**src/rtl/scan_blink_ctrl.sv**
```systemverilog
// scan_blink_ctrl: digit-slot scan counter plus per-field blink generator
// for the watch display. The scan side produces a slot index 0..5 with a
// matching one-cycle tick. The blink side blanks the field being edited
// for alternating BLINK_DIV-cycle half-periods, and restarts visible on
// every mode change or adjust press.
// SCAN_DIV and BLINK_DIV must both be at least 2.
module scan_blink_ctrl #(
  parameter int SCAN_DIV  = 100000,
  parameter int BLINK_DIV = 25000000
) (
  input  logic       clk,
  input  logic       rst_n,
  input  logic [2:0] state,
  input  logic       adj,
  output logic [2:0] cnt,
  output logic [2:0] blink,
  output logic       slot_tick
);

  localparam int SW = $clog2(SCAN_DIV);
  localparam int BW = $clog2(BLINK_DIV);
  localparam logic [SW-1:0] SCAN_MAX  = SW'(SCAN_DIV - 1);
  localparam logic [BW-1:0] BLINK_MAX = BW'(BLINK_DIV - 1);

  logic [SW-1:0] scan_div;
  logic [BW-1:0] blink_div;
  logic          phase;
  logic [2:0]    state_q;

  logic [2:0]    state_n;
  logic [2:0]    field_sel;
  logic          restart;
  logic [BW-1:0] blink_div_nxt;
  logic          phase_nxt;

  // Reserved encoding 7 behaves exactly like time display; the field
  // select decodes which digit pair the current mode is editing.
  always_comb begin
    state_n   = (state == 3'd7) ? 3'd0 : state;
    field_sel = 3'b000;
    case (state_n)
      3'd1:       field_sel = 3'b001;
      3'd2, 3'd5: field_sel = 3'b010;
      3'd3, 3'd6: field_sel = 3'b100;
      default:    field_sel = 3'b000;
    endcase
  end

  // Next blink divider / phase. A mode change and an adjust press share
  // one restart term, so both together still give a single restart.
  // NOTE: every always_comb output gets a default before any branch;
  // a path that leaves a signal unassigned would infer a latch.
  always_comb begin
    restart       = adj | (state_n != state_q);
    blink_div_nxt = blink_div + BW'(1);
    phase_nxt     = phase;
    if (restart) begin
      blink_div_nxt = '0;
      phase_nxt     = 1'b0;
    end else if (blink_div == BLINK_MAX) begin
      blink_div_nxt = '0;
      phase_nxt     = ~phase;
    end
  end

  // Scan divider, slot index and slot tick; independent of mode and adjust.
  // NOTE: sequential state uses non-blocking assignments only, so every
  // register samples pre-edge values regardless of statement order.
  always_ff @(posedge clk or negedge rst_n) begin
    if (!rst_n) begin
      scan_div  <= '0;
      cnt       <= 3'd0;
      slot_tick <= 1'b0;
    end else if (scan_div == SCAN_MAX) begin
      scan_div  <= '0;
      slot_tick <= 1'b1;
      cnt       <= (cnt == 3'd5) ? 3'd0 : cnt + 3'd1;
    end else begin
      scan_div  <= scan_div + SW'(1);
      slot_tick <= 1'b0;
    end
  end

  // Blink divider, phase, registered mode and registered blank request.
  // The blank request is built from the post-edge phase so a restart shows
  // the new field visible on the very edge that restarts it.
  always_ff @(posedge clk or negedge rst_n) begin
    if (!rst_n) begin
      blink_div <= '0;
      phase     <= 1'b0;
      state_q   <= 3'd0;
      blink     <= 3'b000;
    end else begin
      blink_div <= blink_div_nxt;
      phase     <= phase_nxt;
      state_q   <= state_n;
      blink     <= field_sel & {3{phase_nxt}};
    end
  end

endmodule

```
**config.mk**
```make
export PLATFORM = sky130hd
export DESIGN_NAME = scan_blink_ctrl
export DESIGN_NICKNAME = d
export VERILOG_FILES = /design/src/rtl/scan_blink_ctrl.sv
export SDC_FILE = /design/constraint.sdc
export NUM_CORES = 1
export LEC_CHECK = 0
export ABC_CLOCK_PERIOD_IN_PS = 4680
export BUFFER_PORTS_ARGS = -buffer_cell sky130_fd_sc_hd__buf_2
export CAP_MARGIN = 20
export CORE_ASPECT_RATIO = 0.9
export CORE_MARGIN = 1.5
export CORE_UTILIZATION = 40
export CTS_CLUSTER_DIAMETER = 30
export DETAILED_ROUTE_END_ITERATION = 8
export SLEW_MARGIN = 20
export SYNTH_ARGS = -nofsm -noshare
export SYNTH_HDL_FRONTEND = slang
export SYNTH_SLANG_ARGS = --single-unit
```
**constraint.sdc**
```tcl
create_clock -name clk -period 4.68 [get_ports clk]
set_input_delay 0.234 -clock clk [delete_from_list [all_inputs] [get_ports clk]]
set_output_delay 0.234 -clock clk [all_outputs]
set_load 0.02 [all_outputs]
```
==> flow_summary.ini, run 1 <==
[min_path]
hp-class = primary input to asynchronous set/reset pin

[worst_setup_path]
worstSetupPathType = register to register
reg2reg_to = blink_div[18]
reg2reg_depth = 5
critPathRequiredTime_ns = 4.86
reg2reg_slack_ns = 2.06
crit_arrival_ns = 2.80
end_kind = register
path_max_fanout = 14
r2r-start = blink_div[9]
cp-start-kind = register

[logic_synthesis]
synth-edff-count = 0
synth_largest_area_cell = dfrtp_1
yosys.area_share.simple_pct = 24.99
synth_fp_nets = 265
synth_top_family_by_area = simple AND/OR/NAND/NOR gates
synth.yosys.warnings = 0
synth_xor_xnor_area_share_pct = 8.979
yosysMostFrequentCell = dfrtp_1
synth_top_area_share_pct = 50.36
avgSynthCellArea_um2 = 10.25
ys.flop_type = dfrtp_1
synth.distinct_cells = 37
yosys-top-cells-area = dfrtp_1, xor2_1, a211oi_1
ys_ff_latch = 53
yosysSeqAreaShare_pct = 50.36
synth-compound-area-share_pct = 10.31
synthCells = 257
async_reset_ff_share_pct = 100.0
synth_mux_area_share_pct = 1.615
synth_common_cells = dfrtp_1, nand2_1, nand3_1, nor2_1, xor2_1
synthAdderAreaFrac_pct = 0.9501
synth_area_mm2 = 0.002634

[global_route]
grt_pass1_vias = 1865
grt_pass1_wl_um = 8680
grt.overflow.total = 0
antenna_found_initial = 0
grt_max_degree = 54
grtUsageTotal_pct = 15.86

[place]
numPortBuffers = 12
post_dp_cell_area_mm2 = 0.002774
hpwl_um = 3338
gp_routability_congestion = 0.8022
pre_cts_ws_ns = 2.108

[route]
wl_per_cell_um = 14.11
drc = 0
postRouteWirelength_um = 4981
routed_via_density = 5.467
final_antenna_net_count = 0
dr.pass1.iters = 4
dr_total_vias = 1930
drt_iter0_markers = 133

[cells_and_area]
area_growth_pct = 8.979
final_util_pct = 45.93
stdcell_area_mm2 = 0.002870
num_antenna_cells = 0
layout-drive-gt1-share_pct = 12.41
nets = 273

[clock_tree]
clockBufferDepth = 2
postCtsSetupBuffers = 0
path_clk_slew_ns = 0.09
cts_hold_buf = 0
cts_made_buffers = 5
cts-resized-gates = 0
insertion_delay_ns = 0.30
cts_tree = yes
cts-htree-levels = 2
clkSinkCount = 53
cts_root_buf = clkbuf_8

[power]
ir_worst_vdd_v = 0.0001527
clockPowerShare_pct = 35.3
leakage_nw = 1.132
swShare_pct = 22.40
power_frac_comb_pct = 3.7
p_per_area_mw_per_mm2 = 263.7
intPower_mw = 0.5873
p_sw_mw = 0.1695
seq_power_share_pct = 61.0

[sta]
finalSetupTns_ns = 0
worst_slew_pin_slew_ns = 0.9524
slew_headroom_pct = 36.38
grt_setup_unrepaired = false
clock_skew_ns = 0.006325
finalSetupViolCount = 0
drv_slew = 0
period_share_pct = 56.00
layout_setup_ws_ns = 2.059
clock.fmax_mhz = 381.6
period_needed_ns = 2.621
hold_viol = 0

[job]
max-cap-violations = 0

[floorplan]
core_mm2 = 0.006250
start_util_pct = 42.14
die_area_mm2 = 0.007081
die_h_um = 79.98
rows = 27
die_x_um = 88.54
io_pins = 13

[status]
outcome = completed
[cell type report]
class	count	area, um^2
fillers	589	3379
flip-flops and latches	53	1326
multi-input cells	186	1241
well taps	87	108.9
clock buffers	6	82.58
repair buffers	15	82.58
inverters	4	15.01
clock inverters	2	13.76
[layer usage]
layer  up-vias  track usage (%)  routed length, um
met5         -                0                  0
met4         0            6.094                 78
met3         8            3.102                164
met2        34            24.05               2157
met1       928            22.34               2581
li1        960                -                  -
[per-stage QoR]
stage / hold WS, ns / std cells / total power, mW
6_report: 0.04649 / 353 / 0.7568
5_1_grt: 0.1187 / 353 / 0.7871
4_1_cts: 0.07078 / 353 / 0.7673
3_5_place_dp: 0.4049 / 345 / 0.4994
3_3_place_gp: 0.4024 / 345 / 0.4989
2_1_floorplan: -0.06159 / 257 / 0.4833
[how the worst max path moves through the flow]
stage	startpoint	end	slack, ns	cells after the start
2_1_floorplan	blink_div[9]	blink[0]	2.63	4
3_3_place_gp	blink_div[9]	blink_div[12]	2.19	5
3_5_place_dp	blink_div[9]	blink_div[24]	2.11	5
4_1_cts	blink_div[9]	blink_div[24]	2.08	5
5_1_grt	blink_div[9]	blink_div[18]	1.93	5
6_report	blink_div[9]	blink_div[18]	2.06	5
[cells by family after synthesis]
logic type	Yosys count
adder cells (fa/ha/maj)	2
AND/OR/NAND/NOR	116
XOR/XNOR	27
flip-flops	53
buffers and inverters	18
AO/OA/AOI/OAI	37
multiplexers	4
[critical path, cell delays in order (launching register included)]
cell,delay (ns)
dfrtp_1,0.44
or4_1,0.56
and4bb_2,0.32
nor2b_1,0.76
buf_4,0.34
a211oi_1,0.07
[layout by cell type, fill, tap and decap left out, types with 2 or more instances in the layout]
master / instances
dfrtp_1: 53
nand2_1: 17
nand3_1: 16
nor2_1: 16
xor2_1: 16
nor3_1: 15
a211oi_1: 13
nand4_1: 12
buf_2: 12
xnor2_1: 11
o21ai_0: 8
o31ai_1: 7
or4_1: 7
or3_1: 7
clkbuf_8: 6
nor2b_1: 5
and4_1: 4
and3_1: 4
inv_1: 4
a21boi_0: 3
nor4bb_1: 3
buf_4: 3
nor4_1: 2
a211oi_2: 2
mux2i_1: 2
a21oi_1: 2
mux2_2: 2
ha_1: 2
[flip-flops by register name, summed over array words and instances (netlist names)]
register   cells
blink          3
scan_div      17
cnt            3
state_q        3
blink_div     25
phase          1
slot_tick      1
[power by group through the flow]
stage	Sequential [mW]	Combinational (mW)	Clock, mW
5_1_grt	0.462	0.0319	0.293
2_1_floorplan	0.470	0.0130	0
6_report	0.462	0.0278	0.267
3_5_place_dp	0.471	0.0288	0
4_1_cts	0.462	0.0289	0.277
3_3_place_gp	0.471	0.0283	0
Power figures use the tool's default switching activity.
==> run 2: changes to the inputs <==
Settings changed: ABC_CLOCK_PERIOD_IN_PS 4680 to 2200.
Clock period 4.68 ns to 2.2 ns, I/O delays scaled along.
==> run 2 against run 1 <==
Net effect:
- combinational power increased by 130%
- count of clock-buffer cells in the layout shrank 1
- sequential share of layout area fell by 2.5 points
- wire length increased by 4.1%
- power grew 140%
- sequential power grew 110%
- via count grew 2.3%
- global-route usage rose by 1.4 points
- largest cell class unchanged
==> flow_summary.ini, run 2 (same netlist as run 1, synthesis figures left out) <==
[sta]
clock_skew_ns = 0.004307
slew_headroom_pct = 55.90
clock.fmax_mhz = 472.9
finalSetupTns_ns = 0
period_needed_ns = 2.114
finalSetupViolCount = 0
grt_setup_unrepaired = false
drv_slew = 0
period_share_pct = 96.11
worst_slew_pin_slew_ns = 0.6615
hold_viol = 0

[power]
ir_worst_vdd_v = 0.0005186
leakage_nw = 1.217
p_per_area_mw_per_mm2 = 603.6

[cells_and_area]
layout_commonest_cell = dfrtp_1
final_cells = 366
num_antenna_cells = 0
largest_register = blink_div
largestRegisters = blink_div: 25 flops, scan_div: 17 flops
nets = 286
layout-drive-gt1-share_pct = 16.85
mostFrequentLayoutCells = dfrtp_1, nand2_1, nand3_1, nor2_1, xor2_1
area_growth_pct = 15.11
largest_register_ffs = 25

[route]
postRouteWirelength_um = 5186
final_antenna_net_count = 0
drt_iter0_markers = 97
dr.pass1.iters = 4
drc = 0
routed_via_density = 5.393
dr_total_vias = 1974
wl_per_cell_um = 14.17

[floorplan]
die_h_um = 79.98
die_area_mm2 = 0.007081
rows = 27
die_x_um = 88.54
core_mm2 = 0.006250
io_pins = 13
start_util_pct = 42.14

[job]
max-cap-violations = 0

[place]
gp_routability_congestion = 0.7533
hpwl_um = 3469
dp.cells = 354
numPortBuffers = 12

[clock_tree]
clockBufferDepth = 2
cts_root_buf = clkbuf_8
path_clk_slew_ns = 0.10
insertion_delay_ns = 0.31
cts_made_buffers = 5
cts-htree-levels = 2
clkSinkCount = 53
cts_tree = yes

[min_path]
whs_endpoint = state_q[0]
min_path_cells = 2
hp-class = primary input to register
hp-start = state[1]

[global_route]
grt_pass1_wl_um = 9425
antenna_found_initial = 0
grt_pass1_vias = 1925
grtUsageTotal_pct = 17.25
grt_max_degree = 54
grt.overflow.total = 0

[worst_setup_path]
slowest_delay_ns = 0.51
crit_arrival_ns = 2.32
reg2reg_depth = 4
reg2reg_to = blink[0]
path_cells = or4_4 > and4bb_2 > or3b_4 > a2111oi_2
worstSetupPathType = register to register
end_kind = register
critPathRequiredTime_ns = 2.40
cp-start-kind = register
path_max_fanout = 5
crit_path_top_delay_cell = or4_4
r2r-start = blink_div[7]
reg2reg_slack_ns = 0.09

[status]
outcome = completed
-- run 2: layout make-up --
| type | instances | area, um^2 |
|---|---|---|
| Fill cell | 573 | 3218 |
| Multi-Input combinational cell | 186 | 1249 |
| Clock inverter | 3 | 68.82 |
| Tap cell | 87 | 108.9 |
| Sequential cell | 53 | 1326 |
| Timing Repair Buffer | 28 | 195.2 |
| Clock buffer | 5 | 68.82 |
| Inverter | 4 | 15.01 |
-- run 2: worst max path at each step --
stage / startpoint / to / slack (ns) / depth (start not counted)
2_1_floorplan: blink_div[9] / blink[0] / 0.15 / 4
3_3_place_gp: blink_div[10] / blink[0] / 0.10 / 4
3_5_place_dp: blink_div[10] / blink[0] / 0.08 / 4
4_1_cts: blink_div[10] / blink[0] / 0.03 / 4
5_1_grt: blink_div[10] / blink[0] / 0.01 / 4
6_report: blink_div[7] / blink[0] / 0.09 / 4
-- run 2: what timing repair did --
action	4_1_cts	5_1_grt
hold endpoints to repair	53	0
setup buffers	0	3
hold buffers	1	0
resized for setup	0	2
setup endpoints to repair	0	5
-- run 2: power by group --
| group | switching (mW) | total (mW) | internal, mW |
|---|---|---|---|
| logic | 0.0451 | 0.0633 | 0.0182 |
| registers | 0.00306 | 0.981 | 0.978 |
| clock network | 0.328 | 0.786 | 0.458 |
-- run 2: routing by layer --
metal,vias up,track usage (%),share of wire [%]
met4,0,5.781,1.4
li1,987,-,-
met1,958,25.78,52
met3,7,3.619,2.9
met2,22,24.66,43
met5,-,0,0
-- run 2: through the flow --
step | util, % | worst slack (ns) | instance area [um^2] | power, mW | hold slack (ns)
final | 48.51 | 0.08561 | 3032 | 1.830 | 0.07350
after global routing | 48.51 | 0.01214 | 3032 | 1.903 | 0.07366
after CTS | 48.03 | 0.02839 | 3002 | 1.858 | 0.06336
after detailed placement | 45.67 | 0.08400 | 2854 | 1.065 | 0.2852
after global placement | 45.67 | 0.1022 | 2854 | 1.064 | 0.2915
after floorplan | - | 0.1499 | 2634 | 1.028 | -0.1856
-- run 2: critical path, delay by kind of cell (launching register included) --
family / cells / cell delay (ns)
flip-flops: 1 / 0.44
AND/OR/NAND/NOR: 3 / 1.22
AO/OA/AOI/OAI: 1 / 0.36
